$ cat src/rtl/cbrt_pkg.sv
// Shared definitions for the sequential integer cube-root unit.
// The state encoding and the result-width helper are used by cbrt_seq and cbrt_step.
package cbrt_pkg;

    // 2'd3 is never entered; the FSM treats it as IDLE.
    typedef enum logic [1:0] {
        IDLE = 2'd0,
        CALC = 2'd1,
        DONE = 2'd2
    } state_t;

    function automatic int cbrt_out_w(input int width);
        return (width + 2) / 3;
    endfunction

endpackage

$ cat src/rtl/cbrt_step.sv
// One digit of the cube-root recurrence: try setting the next result bit and
// subtract the matching trial term from the partial remainder if it fits.
module cbrt_step
    import cbrt_pkg::*;
#(
    parameter  int WIDTH = 8,
    localparam int OUT_W = cbrt_out_w(WIDTH),
    localparam int XW    = 3 * OUT_W + 2,
    localparam int PW    = 2 * OUT_W + 3,
    localparam int KW    = $clog2(OUT_W + 1)
) (
    input  logic [XW-1:0]    x,
    input  logic [OUT_W-1:0] y,
    input  logic [KW-1:0]    k,
    output logic [XW-1:0]    x_next,
    output logic [OUT_W-1:0] y_next
);

    logic [PW-1:0] y2;
    logic [PW-1:0] y2p1;
    logic [PW-1:0] prod;
    logic [PW-1:0] base;
    logic [KW+1:0] shamt;
    logic [XW-1:0] b;
    logic          ge;

    always_comb begin
        y2     = PW'({y, 1'b0});
        y2p1   = y2 + PW'(1);
        prod   = y2 * y2p1;
        // 3*y2*(y2+1) + 1, built from a shift-add so no constant multiply is needed
        base   = (prod << 1) + prod + PW'(1);
        shamt  = {1'b0, k, 1'b0} + {2'b00, k};
        b      = XW'(base) << shamt;
        ge     = (x >= b);
        x_next = ge ? (x - b) : x;
        y_next = y2[OUT_W-1:0] | OUT_W'(ge);
    end

endmodule

$ cat src/rtl/cbrt_seq.sv
// Sequential floor cube root with remainder, one result bit per clock.
// Owns the handshake FSM, the digit counter and the result registers.
//
//  state | meaning
//  IDLE  | waiting for start_i; operand sampled on the accepting edge
//  CALC  | one digit per edge, k = OUT_W-1 down to 0
//  DONE  | results registered, valid_o high for this cycle only
module cbrt_seq
    import cbrt_pkg::*;
#(
    parameter  int WIDTH = 8,
    localparam int OUT_W = cbrt_out_w(WIDTH)
) (
    input  logic             clk_i,
    input  logic             rst_i,
    input  logic             start_i,
    input  logic [WIDTH-1:0] a_bi,
    output logic             busy_o,
    output logic             valid_o,
    output logic [OUT_W-1:0] y_bo,
    output logic [WIDTH-1:0] rem_bo
);

    localparam int XW = 3 * OUT_W + 2;
    localparam int KW = $clog2(OUT_W + 1);

    state_t           state;
    logic [XW-1:0]    x;
    logic [OUT_W-1:0] y;
    logic [KW-1:0]    k;
    logic [XW-1:0]    x_next;
    logic [OUT_W-1:0] y_next;

    cbrt_step #(
        .WIDTH (WIDTH)
    ) u_step (
        .x      (x),
        .y      (y),
        .k      (k),
        .x_next (x_next),
        .y_next (y_next)
    );

    assign busy_o = (state == CALC) || (state == DONE);

    always_ff @(posedge clk_i or negedge rst_i) begin
        if (!rst_i) begin
            state   <= IDLE;
            x       <= '0;
            y       <= '0;
            k       <= '0;
            valid_o <= 1'b0;
            y_bo    <= '0;
            rem_bo  <= '0;
        end else begin
            valid_o <= 1'b0;
            case (state)
                IDLE: begin
                    if (start_i) begin
                        x     <= XW'(a_bi);
                        y     <= '0;
                        k     <= KW'(OUT_W - 1);
                        state <= CALC;
                    end
                end
                CALC: begin
                    x <= x_next;
                    y <= y_next;
                    if (k == '0) begin
                        // the remainder is bounded by 3y^2+3y, so truncation loses nothing
                        y_bo    <= y_next;
                        rem_bo  <= x_next[WIDTH-1:0];
                        valid_o <= 1'b1;
                        state   <= DONE;
                    end else begin
                        k <= k - KW'(1);
                    end
                end
                DONE: begin
                    state <= IDLE;
                end
                default: begin
                    state <= IDLE;
                end
            endcase
        end
    end

endmodule
$ cat config.mk
export PLATFORM = sky130hd
export DESIGN_NAME = cbrt_seq
export DESIGN_NICKNAME = d
export VERILOG_FILES = /design/src/rtl/cbrt_pkg.sv /design/src/rtl/cbrt_step.sv /design/src/rtl/cbrt_seq.sv
export SDC_FILE = /design/constraint.sdc
export NUM_CORES = 1
export LEC_CHECK = 0
export ABC_AREA = 1
export CELL_PAD_IN_SITES_DETAIL_PLACEMENT = 1
export CELL_PAD_IN_SITES_GLOBAL_PLACEMENT = 2
export CORE_UTILIZATION = 33
export CTS_BUF_LIST = sky130_fd_sc_hd__clkbuf_4 sky130_fd_sc_hd__clkbuf_8 sky130_fd_sc_hd__clkbuf_16
export DETAILED_ROUTE_END_ITERATION = 10
export HOLD_SLACK_MARGIN = 0.1
export PLACE_DENSITY_LB_ADDON = 0.1
export SLEW_MARGIN = 5
export SYNTH_ARGS = -nofsm -noshare
export SYNTH_HDL_FRONTEND = slang
export SYNTH_SLANG_ARGS = --single-unit
export TNS_END_PERCENT = 30
$ cat constraint.sdc
create_clock -name clk_i -period 4.3 [get_ports clk_i]
set_input_delay 1.29 -clock clk_i [delete_from_list [all_inputs] [get_ports clk_i]]
set_output_delay 1.29 -clock clk_i [all_outputs]
set_load 0.1 [all_outputs]
==> results of run 1 <==
==> state kept, by name (all words and copies together), names as in the netlist <==
name / flops
x: 11
rem_bo: 8
y: 3
y_bo: 3
k: 2
state: 2
valid_o: 1
==> final cells by class <==
cell class                 count  area, um^2  share of cell area [%]
multi-input combinational    324        1860                    55.8
sequential                    30         752                    22.6
timing repair buffer          30         280                    8.43
inverter                      56         210                    6.32
tap                          105         131                    3.95
clock buffer                   6        82.6                    2.48
clock inverter                 2        12.5                   0.376
==> layer usage <==
metal | GRT usage (%) | up-vias | wire (um)
li1 | - | 1411 | -
met1 | 27.1 | 1282 | 4270
met2 | 33.2 | 27 | 3800
met3 | 1.70 | 5 | 120
met4 | 4.36 | 0 | 61
met5 | 0 | - | 0
==> synth_stat cells <==
cell      instances  share of area [%]
buf_4             2               0.54
o21a_1            1               0.27
nand3b_1          2               0.54
a21oi_4           1               0.58
nor4_4            1               0.76
nand2_1         127                 17
nand3_2           1               0.36
nand4_1           3               0.67
clkbuf_1          3               0.40
ha_1             30                 13
nand2_2           5                1.1
a31oi_1          10                2.2
a21oi_1           9                1.6
buf_6             1               0.40
inv_2             3               0.40
nor2_4            1               0.40
dfrtp_1          30                 27
o211ai_1          4                1.1
nand3_1          54                9.6
o22ai_1           3               0.67
nor2_2            1               0.22
fa_1              2                1.4
clkinv_1          2               0.27
inv_1            51                6.8
o21ai_2           1               0.31
nor3_1            2               0.36
buf_2             2               0.36
nor2_1           38                5.1
xor2_1            6                1.9
xnor2_1           2               0.62
o21ai_0          15                2.7
o21ai_1           2               0.36
o21bai_1          3               0.80
==> worst paths after layout <==
check                            end  slack [ps]  cells after the start      start
max                             x[9]         290                     25       y[0]
min in group asynchronous    y_bo[1]        1410                      2      rst_i
max reg2reg                     x[9]         290                     25       y[0]
max in group asynchronous       y[0]        2560                      2      rst_i
min reg2reg                rem_bo[5]         490                      2  rem_bo[5]
min                        rem_bo[5]         490                      2  rem_bo[5]
==> cell families (layout without fill, tap and decap cells) <==
logic type                 after synthesis  after routing  share of synthesized area (%)
DFF                                     30             30                           26.8
adders and majority gates               32             32                           14.8
buffers and inverters                   64             94                           9.19
and+or+nand+nor                        235            235                           36.1
xor gates and xnor gates                 8              8                           2.50
AOI/OAI and AO/OA                       49             49                           10.6
==> worst register-to-register path: stages, from the launching register on <==
cell	delay (ps)
dfrtp_2	450
ha_1	250
ha_1	230
a31oi_2	180
xor2_1	230
ha_1	320
nand2_1	80
inv_1	60
a21oi_2	150
nand2_1	60
nand2_1	70
nand3_1	90
nand2_1	80
nand2_1	60
nand3_1	90
nand2_1	110
ha_4	310
inv_1	80
nor3_1	180
nand3_1	150
nand2_2	100
nor2_4	60
buf_4	150
a21oi_4	230
nand3_1	100
nand2_1	70
==> stage by stage <==
step / utilization [%] / cells / area (um^2) / hold slack [ps]
floorplan: - / 418 / 2800 / 448
global placement: 38.4 / 543 / 3150 / 469
detailed placement: 38.4 / 543 / 3150 / 478
CTS: 39.6 / 551 / 3250 / 498
global route: 40.5 / 553 / 3320 / 531
finish: 40.5 / 553 / 3320 / 486
==> cell usage in the layout (no fill, tap or decap), types with 4 or more instances in the layout <==
| master | synthesis | final |
|---|---|---|
| nand2_2 | 5 | 5 |
| a31oi_1 | 10 | 8 |
| clkdlybuf4s50_1 | 0 | 22 |
| a21oi_1 | 9 | 7 |
| nand2_1 | 127 | 126 |
| inv_1 | 51 | 51 |
| ha_1 | 30 | 29 |
| nand3_1 | 54 | 53 |
| o21ai_0 | 15 | 15 |
| nor2_1 | 38 | 37 |
| dfrtp_1 | 30 | 29 |
| buf_4 | 2 | 8 |
| o211ai_1 | 4 | 4 |
| xor2_1 | 6 | 6 |
| clkbuf_8 | 0 | 6 |
==> what timing repair did <==
action,4_1_cts,5_1_grt
pin swaps,0,7
buffers inserted,0,2
cloned,0,0
endpoints found under the setup margin,13,20
gates resized for setup,1,11
==> impl_metrics.py, run 1 <==
metrics = {
    "status": {
        "status": "complete, no violations",
    },
    "setup_path": {
        "crit_path_top_delay_cell": "dfrtp_2",
        "crit_family": "simple AND/OR/NAND/NOR gates",
        "cp_slowest_stage_delay_ps": 450,
        "critPathArrivalTime_ps": 4240,
        "worstPathRequired_ps": 4520,
        "cp_common_cell": "nand2_1",
        "cp-start-kind": "flip-flop",
        "cp_max_fo": 7,
        "crit_type": "flip-flop to flip-flop",
        "end_kind": "flip-flop",
        "critPathBufInv": 3,
    },
    "final_layout": {
        "areaGrowthSynthToFinish_pct": 18.6,
        "fill_cells": 1048,
        "num-nets-final": 490,
        "diodes": 0,
        "drive_gt1_share_pct": 8.93,
    },
    "timing": {
        "maxSlewHeadroom_pct": 34.7,
        "setup_viol_count_final": 0,
        "finClkSkew_ps": 4.42,
        "period_minus_slack_ps": 4010,
        "period_share_pct": 93.3,
        "setup_tns_ps": 0,
        "worst_slack_ps": 289,
        "max_slew.worst_pin.slew_ps": 977,
        "hold_viol": 0,
        "drv_slew": 0,
        "fmax_ghz": 0.249,
    },
    "logic_synthesis": {
        "syn_area_um2": 2800,
        "synth.avg_cell_area_um2": 6.71,
        "synth.yosys.seq_area_share_pct": 26.8,
        "ys_types": 33,
        "netlist_instances": 418,
        "ys_warn_count": 0,
        "synth_nets": 461,
        "ys_ff_latch": 30,
    },
    "placement": {
        "io_buffer_count": 23,
        "place_ws_ps": -44.5,
        "gp_congestion": 0.796,
        "place.detailed.hpwl_mm": 6.65,
    },
    "routing": {
        "vias": 2725,
        "ant_nets": 0,
        "drc": 0,
        "dr.pass1.iters": 4,
        "drt_iter0_drc": 45,
        "vias_per_cell": 4.93,
        "route.detailed.wl_per_inst_um": 14.9,
        "drt-total-wl_mm": 8.25,
    },
    "clock_network": {
        "clk_pin_slew_ps": 70,
        "hold_buffers": 0,
        "h-tree-depth": 2,
        "cts_tree": "yes",
        "cts_buffers": 5,
        "cts_root_buffer": "clkbuf_8",
        "cts_num_sinks": 30,
        "cts_buffer_depth": 2,
        "clk_latency_ps": 280,
    },
    "floorplan": {
        "floorplan.initialDensity_pct": 34.1,
        "io_pins": 24,
        "rows": 33,
        "die_area_um2": 8870,
        "dieHeight_um": 94.2,
        "core-area_um2": 8220,
        "die_w_um": 94.2,
    },
    "global_route": {
        "grt_overflow_total": 0,
        "grt_max_degree": 31,
        "gr-usage-all-layers_pct": 19.7,
        "grt_pass1_wl_mm": 13.6,
        "grt_pass1_vias": 2822,
        "antenna_found_initial": 0,
    },
    "job": {
        "drv_cap": 0,
    },
    "hold_path": {
        "hold_path.class": "flip-flop to flip-flop",
    },
}
Power of run 1 is left out: the tool's default activity adds up to more than one toggle a clock period on the data nets, which glitch-free logic cannot reach.
==> run 2: changes to the inputs <==
--- a/config.mk
+++ b/config.mk
@@ -8,6 +8,7 @@
 export ABC_AREA = 1
 export CELL_PAD_IN_SITES_DETAIL_PLACEMENT = 1
 export CELL_PAD_IN_SITES_GLOBAL_PLACEMENT = 2
+export CORE_MARGIN = 3
 export CORE_UTILIZATION = 33
 export CTS_BUF_LIST = sky130_fd_sc_hd__clkbuf_4 sky130_fd_sc_hd__clkbuf_8 sky130_fd_sc_hd__clkbuf_16
 export DETAILED_ROUTE_END_ITERATION = 10
==> impl_metrics.py, run 2 (same netlist as run 1, synthesis figures left out) <==
metrics = {
    "status": {
        "status": "complete, no violations",
    },
    "placement": {
        "place_area_um2": 3130,
        "io_buffer_count": 23,
        "gp_congestion": 0.823,
        "place.detailed.hpwl_mm": 6.74,
    },
    "final_layout": {
        "areaGrowthSynthToFinish_pct": 17.5,
        "drive_gt1_share_pct": 8.30,
        "diodes": 0,
        "post-route-util_pct": 41.3,
        "largest_register_ffs": 11,
        "num-nets-final": 488,
        "max_flop_register": "x",
        "largestRegisters": "x: 11 flops, rem_bo: 8 flops",
        "layout_commonest_cell": "nand2_1",
        "most-common-layout-cells": "nand2_1, nand3_1, inv_1",
        "finalInstanceArea_um2": 3290,
    },
    "routing": {
        "drc": 0,
        "ant_nets": 0,
        "drt-total-wl_mm": 8.37,
        "vias_per_cell": 5.10,
        "dr.pass1.iters": 4,
        "vias": 2794,
        "route.detailed.wl_per_inst_um": 15.3,
        "drt_iter0_drc": 73,
    },
    "floorplan": {
        "core-area_um2": 7970,
        "rows": 32,
        "die_area_um2": 9640,
        "dieHeight_um": 98.2,
        "die_w_um": 98.2,
        "io_pins": 24,
        "floorplan.initialDensity_pct": 35.2,
    },
    "timing": {
        "hold_viol": 0,
        "setup_viol_count_final": 0,
        "period_share_pct": 92.6,
        "maxSlewHeadroom_pct": 34.8,
        "finClkSkew_ps": 8.95,
        "max_slew.worst_pin.slew_ps": 976,
        "period_minus_slack_ps": 3980,
        "drv_slew": 0,
        "fmax_ghz": 0.251,
    },
    "setup_path": {
        "cp-startpoint": "y[0]",
        "rr_worst_depth": 26,
        "worstPathRequired_ps": 4470,
        "critPathArrivalTime_ps": 4150,
        "reg2reg_from": "y[0]",
        "crit-reg2reg-capture": "x[3]",
        "setup.worst_path.end": "x[3]",
        "end_kind": "flip-flop",
        "ff2ff_setup_slack_ps": 320,
        "cp_max_fo": 10,
        "crit_type": "flip-flop to flip-flop",
        "cp-start-kind": "flip-flop",
    },
    "global_route": {
        "grt_pass1_vias": 2917,
        "grt_max_degree": 31,
        "grt_pass1_wl_mm": 14.2,
        "grt_overflow_total": 0,
        "antenna_found_initial": 0,
        "gr-usage-all-layers_pct": 17.9,
    },
    "clock_network": {
        "cts_buffers": 5,
        "clk_latency_ps": 280,
        "hold_buffers": 0,
        "clk_pin_slew_ps": 70,
        "cts_buffer_depth": 2,
        "cts_root_buffer": "clkbuf_8",
        "cts_tree": "yes",
        "cts_num_sinks": 30,
        "h-tree-depth": 2,
    },
    "job": {
        "drv_cap": 0,
    },
    "hold_path": {
        "hold_path.class": "flip-flop to flip-flop",
    },
}
-- run 2: cell count changes in the layout (fill, tap and decap cells not counted), sizes merged --
cell	before	now
buf	8	6
clkbuf	6	7
clkinvlp	1	0
-- run 2: area by class of cell --
type	instances	area, um^2
fillers	1040	4670
multi-input cells	324	1840
flip-flops and latches	30	753
repair buffers	28	265
inverters	56	210
well taps	102	128
clock buffers	7	90.1
clock inverters	1	5.00
-- run 2: per-layer routing --
metal	GRT usage, %	part of all wire (%)
met2	30.1	46
met4	5.04	2.1
met3	2.57	2.5
met5	0	0
met1	24.1	49
-- run 2: per-stage QoR --
stage / setup slack (ps) / hold slack, ps / std cells / setup TNS, ps
final: 318 / 489 / 548 / 0
after detailed placement: 99.1 / 474 / 538 / 0
after CTS: 86.4 / 498 / 546 / 0
after global routing: -18.7 / 522 / 548 / -24.7
after floorplan: 783 / 448 / 418 / 0
after global placement: 203 / 470 / 538 / 0
-- run 2: worst min path at each step --
stage | end | startpoint | cells after the start | slack [ps]
2_1_floorplan | x[8] | x[8] | 2 | 450
3_3_place_gp | y_bo[2] | y_bo[2] | 2 | 470
3_5_place_dp | rem_bo[7] | rem_bo[7] | 2 | 470
4_1_cts | rem_bo[7] | rem_bo[7] | 2 | 500
5_1_grt | x[8] | x[8] | 2 | 520
6_report | rem_bo[7] | rem_bo[7] | 2 | 490
-- run 2: repair_timing --
item	CTS	global route
buffers inserted	0	2
resized for setup	0	12
endpoints found under the setup margin	0	20
-- run 2: critical path, cell delays in order, from the launching register on --
cell	delay, ps
dfrtp_2	450
buf_4	150
nand2_1	80
inv_1	60
ha_1	190
a31oi_1	170
xor2_1	220
ha_1	310
a21oi_1	200
nand4_1	160
nand2_1	100
nand2_1	70
nand2_1	90
nand2_1	60
nand3_1	80
nand2_1	110
ha_4	320
inv_1	90
nor3_2	160
nand3_1	130
nand2_2	100
nor2_4	50
buf_4	180
nand3_1	120
nand3_1	90
nand2_1	100
nand2_1	60
Power of run 2 is left out for the same reason.
